$ cat src/rtl/mmio_defines.sv
// mmio_defines
//   Shared constants for the memory-mapped UART transmitter:
//   register word offsets (mem_addr[3:2]), STATUS/CTRL bit positions
//   and the transmit FSM state type.
package mmio_defines;

   // Register word offsets, compared against mem_addr[3:2]
   localparam logic [1:0] MMIO_UART_TXDATA = 2'd0;  // 0x0
   localparam logic [1:0] MMIO_UART_STATUS = 2'd1;  // 0x4
   localparam logic [1:0] MMIO_UART_CTRL   = 2'd2;  // 0x8

   // STATUS bit positions
   localparam int unsigned STAT_FULL    = 0;
   localparam int unsigned STAT_EMPTY   = 1;
   localparam int unsigned STAT_BUSY    = 2;
   localparam int unsigned STAT_OVF     = 3;
   localparam int unsigned STAT_CNT_LSB = 4;
   localparam int unsigned STAT_CNT_W   = 5;

   // CTRL bit positions
   localparam int unsigned CTRL_TX_EN = 0;

   // Transmit FSM states, fixed legacy encoding
   typedef enum logic [1:0] {
      S_IDLE  = 2'd0,
      S_START = 2'd1,
      S_DATA  = 2'd2,
      S_STOP  = 2'd3
   } uart_tx_state_t;

endpackage

$ cat src/rtl/sync_fifo.sv
// sync_fifo
//   Single-clock FIFO with first-word fall-through read data.
//   Ports:
//     clk, rst      clock, asynchronous active-high reset
//     push, wr_data write strobe and data (ignored when full)
//     pop, rd_data  read strobe (ignored when empty), head-of-queue data
//     full, empty   occupancy flags
//     count         entries held, 0..DEPTH
module sync_fifo #(
   parameter int unsigned WIDTH = 8,
   parameter int unsigned DEPTH = 8,
   localparam int unsigned AW   = $clog2(DEPTH),
   localparam int unsigned CW   = AW + 1
) (
   input  logic             clk,
   input  logic             rst,
   input  logic             push,
   input  logic [WIDTH-1:0] wr_data,
   input  logic             pop,
   output logic [WIDTH-1:0] rd_data,
   output logic             full,
   output logic             empty,
   output logic [CW-1:0]    count
);

   logic [WIDTH-1:0] mem [DEPTH];
   logic [AW-1:0]    wr_ptr;
   logic [AW-1:0]    rd_ptr;
   logic             do_push;
   logic             do_pop;

   assign full    = (count == CW'(DEPTH));
   assign empty   = (count == '0);
   assign rd_data = mem[rd_ptr];
   assign do_push = push && !full;
   assign do_pop  = pop && !empty;

   always_ff @(posedge clk) begin
      if (do_push) mem[wr_ptr] <= wr_data;
   end

   always_ff @(posedge clk or posedge rst) begin
      if (rst) begin
         wr_ptr <= '0;
         rd_ptr <= '0;
         count  <= '0;
      end else begin
         if (do_push) wr_ptr <= wr_ptr + 1'b1;
         if (do_pop)  rd_ptr <= rd_ptr + 1'b1;
         case ({do_push, do_pop})
            2'b10:   count <= count + 1'b1;
            2'b01:   count <= count - 1'b1;
            default: ;
         endcase
      end
   end

endmodule

$ cat src/rtl/mmio_uart_tx.sv
// mmio_uart_tx
//   Memory-mapped 8N1 UART transmitter on the core data bus.
//   Ports:
//     clk, rst     clock, asynchronous active-high reset
//     ena          global enable; low freezes FSM, baud counter, FIFO, writes
//     mem_addr     byte address from the core
//     mem_wr_data  store data
//     mem_wr_ena   store strobe (qualified by sel)
//     mem_rd_data  combinational read data, 0 when not selected
//     sel          address falls in the 16-byte register window
//     tx           serial line, idles high, driven from a flop
module mmio_uart_tx
   import mmio_defines::*;
#(
   parameter logic [31:0] BASE_ADDR    = 32'hF000_0000,
   parameter int unsigned CLKS_PER_BIT = 868,
   parameter int unsigned FIFO_DEPTH   = 8
) (
   input  logic        clk,
   input  logic        rst,
   input  logic        ena,
   input  logic [31:0] mem_addr,
   input  logic [31:0] mem_wr_data,
   input  logic        mem_wr_ena,
   output logic [31:0] mem_rd_data,
   output logic        sel,
   output logic        tx
);

   localparam int unsigned CW = $clog2(FIFO_DEPTH) + 1;

   logic [1:0]     reg_off;
   logic           wr_cycle;
   logic           push_req;
   logic           push;
   logic           pop;
   logic           fifo_full;
   logic           fifo_empty;
   logic [CW-1:0]  fifo_count;
   logic [7:0]     fifo_rd;

   uart_tx_state_t state;
   logic [15:0]    baud_cnt;
   logic           bit_done;
   logic [2:0]     bit_idx;
   logic [7:0]     shreg;
   logic           tx_q;
   logic           overflow;
   logic           tx_en;
   logic           start_ok;

   logic           unused_bits;

   assign sel      = (mem_addr[31:4] == BASE_ADDR[31:4]);
   assign reg_off  = mem_addr[3:2];
   assign wr_cycle = ena && sel && mem_wr_ena;
   assign push_req = wr_cycle && (reg_off == MMIO_UART_TXDATA);
   assign push     = push_req && !fifo_full;
   assign bit_done = (baud_cnt == 16'(CLKS_PER_BIT - 1));
   assign start_ok = tx_en && !fifo_empty;
   assign tx       = tx_q;

   assign unused_bits = ^{mem_wr_data[31:8], mem_addr[1:0]};

   // Pop coincides with the edge that loads the shift register: either
   // leaving IDLE or chaining straight from the end of a stop bit.
   always_comb begin
      pop = ena && start_ok &&
            ((state == S_IDLE) || ((state == S_STOP) && bit_done));
   end

   sync_fifo #(
      .WIDTH (8),
      .DEPTH (FIFO_DEPTH)
   ) u_fifo (
      .clk     (clk),
      .rst     (rst),
      .push    (push),
      .wr_data (mem_wr_data[7:0]),
      .pop     (pop),
      .rd_data (fifo_rd),
      .full    (fifo_full),
      .empty   (fifo_empty),
      .count   (fifo_count)
   );

   // Overflow is judged on the pre-edge full flag, so a push that meets a
   // simultaneous pop on a full FIFO is still dropped.
   always_ff @(posedge clk or posedge rst) begin
      if (rst) begin
         overflow <= 1'b0;
         tx_en    <= 1'b1;
      end else if (wr_cycle) begin
         if (push_req && fifo_full) overflow <= 1'b1;
         if ((reg_off == MMIO_UART_STATUS) && mem_wr_data[STAT_OVF]) overflow <= 1'b0;
         if (reg_off == MMIO_UART_CTRL) tx_en <= mem_wr_data[CTRL_TX_EN];
      end
   end

   always_ff @(posedge clk or posedge rst) begin
      if (rst) begin
         state    <= S_IDLE;
         baud_cnt <= '0;
         bit_idx  <= '0;
         shreg    <= '0;
         tx_q     <= 1'b1;
      end else if (ena) begin
         case (state)
            S_IDLE: begin
               baud_cnt <= '0;
               if (start_ok) begin
                  state <= S_START;
                  shreg <= fifo_rd;
                  tx_q  <= 1'b0;
               end
            end
            S_START: begin
               if (bit_done) begin
                  state    <= S_DATA;
                  baud_cnt <= '0;
                  bit_idx  <= '0;
                  tx_q     <= shreg[0];
               end else begin
                  baud_cnt <= baud_cnt + 1'b1;
               end
            end
            S_DATA: begin
               if (bit_done) begin
                  baud_cnt <= '0;
                  if (bit_idx == 3'd7) begin
                     state <= S_STOP;
                     tx_q  <= 1'b1;
                  end else begin
                     bit_idx <= bit_idx + 1'b1;
                     shreg   <= {1'b0, shreg[7:1]};
                     tx_q    <= shreg[1];
                  end
               end else begin
                  baud_cnt <= baud_cnt + 1'b1;
               end
            end
            S_STOP: begin
               if (bit_done) begin
                  baud_cnt <= '0;
                  if (start_ok) begin
                     state <= S_START;
                     shreg <= fifo_rd;
                     tx_q  <= 1'b0;
                  end else begin
                     state <= S_IDLE;
                     tx_q  <= 1'b1;
                  end
               end else begin
                  baud_cnt <= baud_cnt + 1'b1;
               end
            end
            default: begin
               state    <= S_IDLE;
               baud_cnt <= '0;
               tx_q     <= 1'b1;
            end
         endcase
      end
   end

   always_comb begin
      mem_rd_data = '0;
      if (sel) begin
         case (reg_off)
            MMIO_UART_STATUS: begin
               mem_rd_data[STAT_FULL]  = fifo_full;
               mem_rd_data[STAT_EMPTY] = fifo_empty;
               mem_rd_data[STAT_BUSY]  = (state != S_IDLE);
               mem_rd_data[STAT_OVF]   = overflow;
               mem_rd_data[STAT_CNT_LSB +: STAT_CNT_W] = STAT_CNT_W'(fifo_count);
            end
            MMIO_UART_CTRL: mem_rd_data[CTRL_TX_EN] = tx_en;
            default: ;
         endcase
      end
   end

endmodule
$ cat config.mk
export PLATFORM = sky130hd
export DESIGN_NAME = mmio_uart_tx
export DESIGN_NICKNAME = d
export VERILOG_FILES = /design/src/rtl/mmio_defines.sv /design/src/rtl/sync_fifo.sv /design/src/rtl/mmio_uart_tx.sv
export SDC_FILE = /design/constraint.sdc
export NUM_CORES = 1
export LEC_CHECK = 0
export ABC_AREA = 1
export CAP_MARGIN = 5
export CORE_MARGIN = 1.5
export CORE_UTILIZATION = 25
export DETAILED_ROUTE_END_ITERATION = 8
export SKIP_CTS_REPAIR_TIMING = 1
export SLEW_MARGIN = 10
export SYNTH_ARGS = -nofsm -noshare
export SYNTH_HDL_FRONTEND = slang
export SYNTH_SLANG_ARGS = --single-unit
$ cat constraint.sdc
create_clock -name clk -period 4.48 [get_ports clk]
set_input_delay 0.896 -clock clk [delete_from_list [all_inputs] [get_ports clk]]
set_output_delay 0.896 -clock clk [all_outputs]
set_load 0.1 [all_outputs]
* Yosys cells after proc, flatten, opt, wreduce, memory -nomap -nowiden
Memories as Yosys holds them, arrays and structs flattened.
Cells that the tools add are included.
** Cells by class
- Add/subtract/negate cells :: 6
- Equality and inequality tests :: 17
- Mux-type cells :: 33
- Reductions and logical operators :: 30
** Operators with widths (number)
- two-way mux 8 bit :: 5
- case mux 16 bit (2 select lines) :: 1
- == test 28 bit, second input constant :: 1
- case mux 8 bit (3 select lines) :: 1
- adder 16 x 1 -> 16 bit, second input constant :: 1
- == test 16 x 10 -> 1 bit, second input constant :: 1
- two-way mux 16 bit :: 1
- AND reduction 5 bit :: 3
- logical AND 1 bit :: 12
- inequality test 2 bit, second input constant :: 6
- two-way mux 1 bit :: 11
- two-way mux 2 bit :: 5
- adder 3 x 1 -> 3 bit, second input constant :: 3
- two-way mux 3 bit :: 3
- == test 2 bit, second input constant :: 4
- case mux 2 bit (4 select lines) :: 1
- case mux 4 bit (2 select lines) :: 1
- nonzero test 2 bit :: 4
- two-way mux 7 bit :: 1
- == test 2 x 1 -> 1 bit, second input constant :: 3
- case mux 3 bit (2 select lines) :: 1
- AND reduction 6 bit :: 1
- adder 4 x 1 -> 4 bit, second input constant :: 1
- == test 4 bit, second input constant :: 1
- 11 further kinds :: 14
** Storage, ports and cells
- Register bits after elaboration :: 42
- Memory bits (writable) :: 64
- Input port bits :: 68
- Logic and storage cells :: 97
- Memories kept :: 1
** Memory list
- u_fifo.mem :: words 8, width 8, rd ports 1, clocked after memory_dff 0, write ports 1, RTL line sync_fifo.sv:26 : logic [WIDTH-1:0] mem [DEPTH];

* Logic depth before layout (Yosys ltp)
- Depth after elaboration :: 8
- Depth in mapped cells :: 18
- Gate-level depth less buffers :: 18

* Cells and area by module
A second synthesis with hierarchy kept.
** Unflattened totals
- Cells, all modules :: 694
- Area total of the unflattened synthesis :: 5749.3 um^2
** By module, submodules not included
- sync_fifo :: instances 1, cells an instance 358, area each 3405.8 um^2
- mmio_uart_tx :: instances 1, cells an instance 336, area each 2343.5 um^2

* Worst setup path after synthesis
Ideal clock, no wire load.
- Kind :: input to output
- From :: input mem_addr[21]
- To :: output mem_rd_data[1]
- Arrival time :: 3.351 ns
- Slack :: 0.233 ns
- Stages :: 7
- Path buffers :: 0
- Cells stage by stage :: nor2_1 nand2_1 nor2_1 nand2_1 nor2_4 nand2_1 nor2_1
** Between the ends
- Word-level cells in the longest chain between the ends :: 2
** Ends and longest elaborated chain
- from (decl) :: RTL line mmio_uart_tx.sv:22 : input logic [31:0] mem_addr,
- == test 28 bit :: RTL line mmio_uart_tx.sv:54 : assign sel = (mem_addr[31:4] == BASE_ADDR[31:4]);
- named net sel :: RTL line mmio_uart_tx.sv:26 : output logic sel,
- two-way mux 8 bit :: RTL line mmio_uart_tx.sv:168 : if (sel) begin
- to (decl) :: RTL line mmio_uart_tx.sv:25 : output logic [31:0] mem_rd_data,
The timed path passes the listed nets, and every way through them passes these cells.

* Worst setup path in the final report
- From :: input mem_addr[13]
- To :: output mem_rd_data[1]
** Between the ends
- Word-level cells in the longest chain between the ends :: 2
** Ends and longest elaborated chain (RTL line)
- == test 28 bit :: mmio_uart_tx.sv:54
- two-way mux 8 bit :: mmio_uart_tx.sv:168
Every way passes these cells.

==> results.toml <==
[floorplanning]
core_area_sq_um = 21200
rows = 53
die_area_sq_um = 22600
die_h_microns = 150
initial_core_util_pct = 25.6
io_pins = 102
die_x_microns = 150

[detailed_routing]
drtAntennaViolNets = 0
routedWlPerCell_microns = 12.7
dr.pass1.iters = 5
drtIter0Drc = 290
drt_wl_total_microns = 11700
dr_total_vias = 3999
via_per_inst = 4.34
drc = 0

[synthesis]
avgSynthCellArea_sq_um = 9.26
async_reset_ff_share_pct = 39.6
syn_area_sq_um = 5420
synth_edf_count = 64
ys_warn_count = 0
ys.flop_type = "edfxtp_1"
yosys_register_bits = 106
syn_inst = 585
synth-seq-area-share_pct = 54.9
yosysUniqueCellTypes = 39

[final_layout]
syn2layout_area_growth_pct = 19.4
final_cells = 921
fillers = 2202
num_antenna_cells = 0
finalNetCount = 726
postLayoutCoreUtil_pct = 30.6
drive_above_1_share_pct = 9.29

[clock_network]
cts_tree = "done"
h-tree-depth = 3
clock_tree.root_cell = "clkbuf_16"
clock_latency_ps = 360
clock_sinks = 106
clk_path_buf_depth = 2
clk_pin_slew_ps = 70
cts_buffers = 9

[pwr]
irDropWorstVdd_v = 0.000349
p_per_area_nw_per_um2 = 492
leakage_uw = 0.00267
finalPower_uw = 3180

[hold_path]
hp-start = "tx"
min_delay_path_depth = 2
whs_endpoint = "tx"
hp-class = "flip-flop to flip-flop"

[timing]
grt_setup_unrepaired = "no"
setup_violations = 0
slew_violations = 0
slew_headroom_pct = 27.8
tightest_slew_ps = 1080
min_period_ps = 3470
setup_ws_ps = 1010
setup_tns_ps = 0
post-route-period-util_pct = 77.5
fmax_ghz = 0.288
final_hold_viol_count = 0
skew_ps = 8.21

[placement]
routabilityCongestion = 0.794
port_buffers = 51
dp_slack_ps = 964
hpwl_microns = 8100
placed_cells = 905

[global_route]
grt.overflow.total = 0
antenna_found_initial = 0
grt_usage_pct = 11.1
grt_pass1_vias = 3767
grt_pass1_wl_microns = 19300
grt_max_degree = 43

[setup_path]
critical_path_class = "primary input to output port"
arrival_ps = 2580
rrSetupSlack_ps = 1730
crit_path_start_kind = "primary input"
path_max_fanout = 8
reg2reg_to = "u_fifo.count[2]"
cp_data_required_time_ps = 3580
r2r_start = "baud_cnt[0]"
end_kind = "output port"
worstRegToRegCells = 14

[job]
max_cap_viol_count = 0

[run_status]
status = "finished clean"
cell usage in the layout (no fill, tap or decap), drive strengths merged, types with 2 or more instances in the layout:
master	count
o211ai	4
nand3	63
clkinv	2
dfrtp	40
xor2	7
nand4	5
o21ai	28
xnor2	3
edfxtp	64
inv	57
dfstp	2
ha	17
a21oi	13
nor3	9
clkdlybuf4s50	42
conb	24
clkbuf	10
nand2	142
a31oi	7
nor2	79
buf	18
o22ai	3
synthesized netlist by cell type (all sizes together), types with 2 or more instances:
master | count | area [sq um]
a21oi | 13 | 80.1
a31oi | 7 | 43.8
buf | 32 | 220
clkbuf | 6 | 22.5
dfrtp | 40 | 1000
dfstp | 2 | 52.6
edfxtp | 64 | 1920
ha | 17 | 213
inv | 53 | 199
nand2 | 142 | 556
nand3 | 63 | 343
nand4 | 5 | 31.3
nor2 | 79 | 355
nor3 | 9 | 50.1
o211ai | 4 | 30.0
o21ai | 28 | 140
o22ai | 3 | 18.8
xnor2 | 3 | 26.3
xor2 | 7 | 61.3
kinds of logic (layout without fill, tap and decap cells):
family / count (synthesis) / in the layout / synth area share, %
mux: 1 / 1 / 0.185
xor+xnor: 10 / 10 / 1.62
compound gates: 58 / 58 / 6.19
fa+ha+maj: 17 / 17 / 3.93
flops: 106 / 106 / 54.9
simple gates: 300 / 300 / 24.9
other cells: 1 / 24 / 0.0692
buf+inv: 92 / 130 / 8.22
layout make-up:
type                    count  area (sq um)  area share [%]
multi-input cells         410          2080            32.2
flip-flops and latches    106          2980            46.0
clock inverters             6          78.8            1.22
inverters                  54           203            3.13
well taps                 275           344            5.32
clock buffers              10           229            3.54
repair buffers             60           556            8.59
state kept, by name, indices dropped and copies added (netlist names):
name,count
shreg,8
tx_en,1
baud_cnt,16
u_fifo.mem,64
bit_idx,3
overflow,1
u_fifo.rd_ptr,3
tx,1
state,2
u_fifo.count,4
u_fifo.wr_ptr,3
critical path, cell delays in order:
cell,delay (ps)
clkdlybuf4s50_1,400
nor2_1,100
nand2_1,60
nor2_1,120
nand2_1,120
nor2_4,190
nand2_1,210
nor2_1,170
buf_4,310
per-stage QoR:
| stage | area, sq um | hold WS [ps] |
|---|---|---|
| after floorplan | 5510 | 453 |
| after global placement | 6160 | 452 |
| after detailed placement | 6160 | 457 |
| after CTS | 6470 | 468 |
| after global routing | 6470 | 526 |
| final | 6470 | 470 |
layer usage:
layer / part of all wire [%] / GRT usage (%)
met2: 49 / 18.5
met5: 0 / 0
met3: 4.5 / 2.48
met4: 1.5 / 3.77
met1: 45 / 14.3
worst max-delay path by stage:
stage | cells after the start | endpoint | slack, ps | from
detailed placement | 9 | mem_rd_data[2] | 960 | mem_addr[11]
CTS | 9 | mem_rd_data[2] | 960 | mem_addr[11]
finish | 9 | mem_rd_data[1] | 1010 | mem_addr[13]
global route | 9 | mem_rd_data[6] | 730 | mem_addr[21]
global placement | 9 | mem_rd_data[6] | 950 | mem_addr[13]
floorplan | 7 | mem_rd_data[1] | 230 | mem_addr[21]
report_power, final:
part	total, uW	internal [uW]	switching, uW	leakage [uW]
clock	829	448	381	0.000152
sequential	1260	1130	122	0.00111
combinational	1100	352	745	0.00141
total	3180	1930	1250	0.00267
Note: power is estimated with default switching activity, not from simulation.
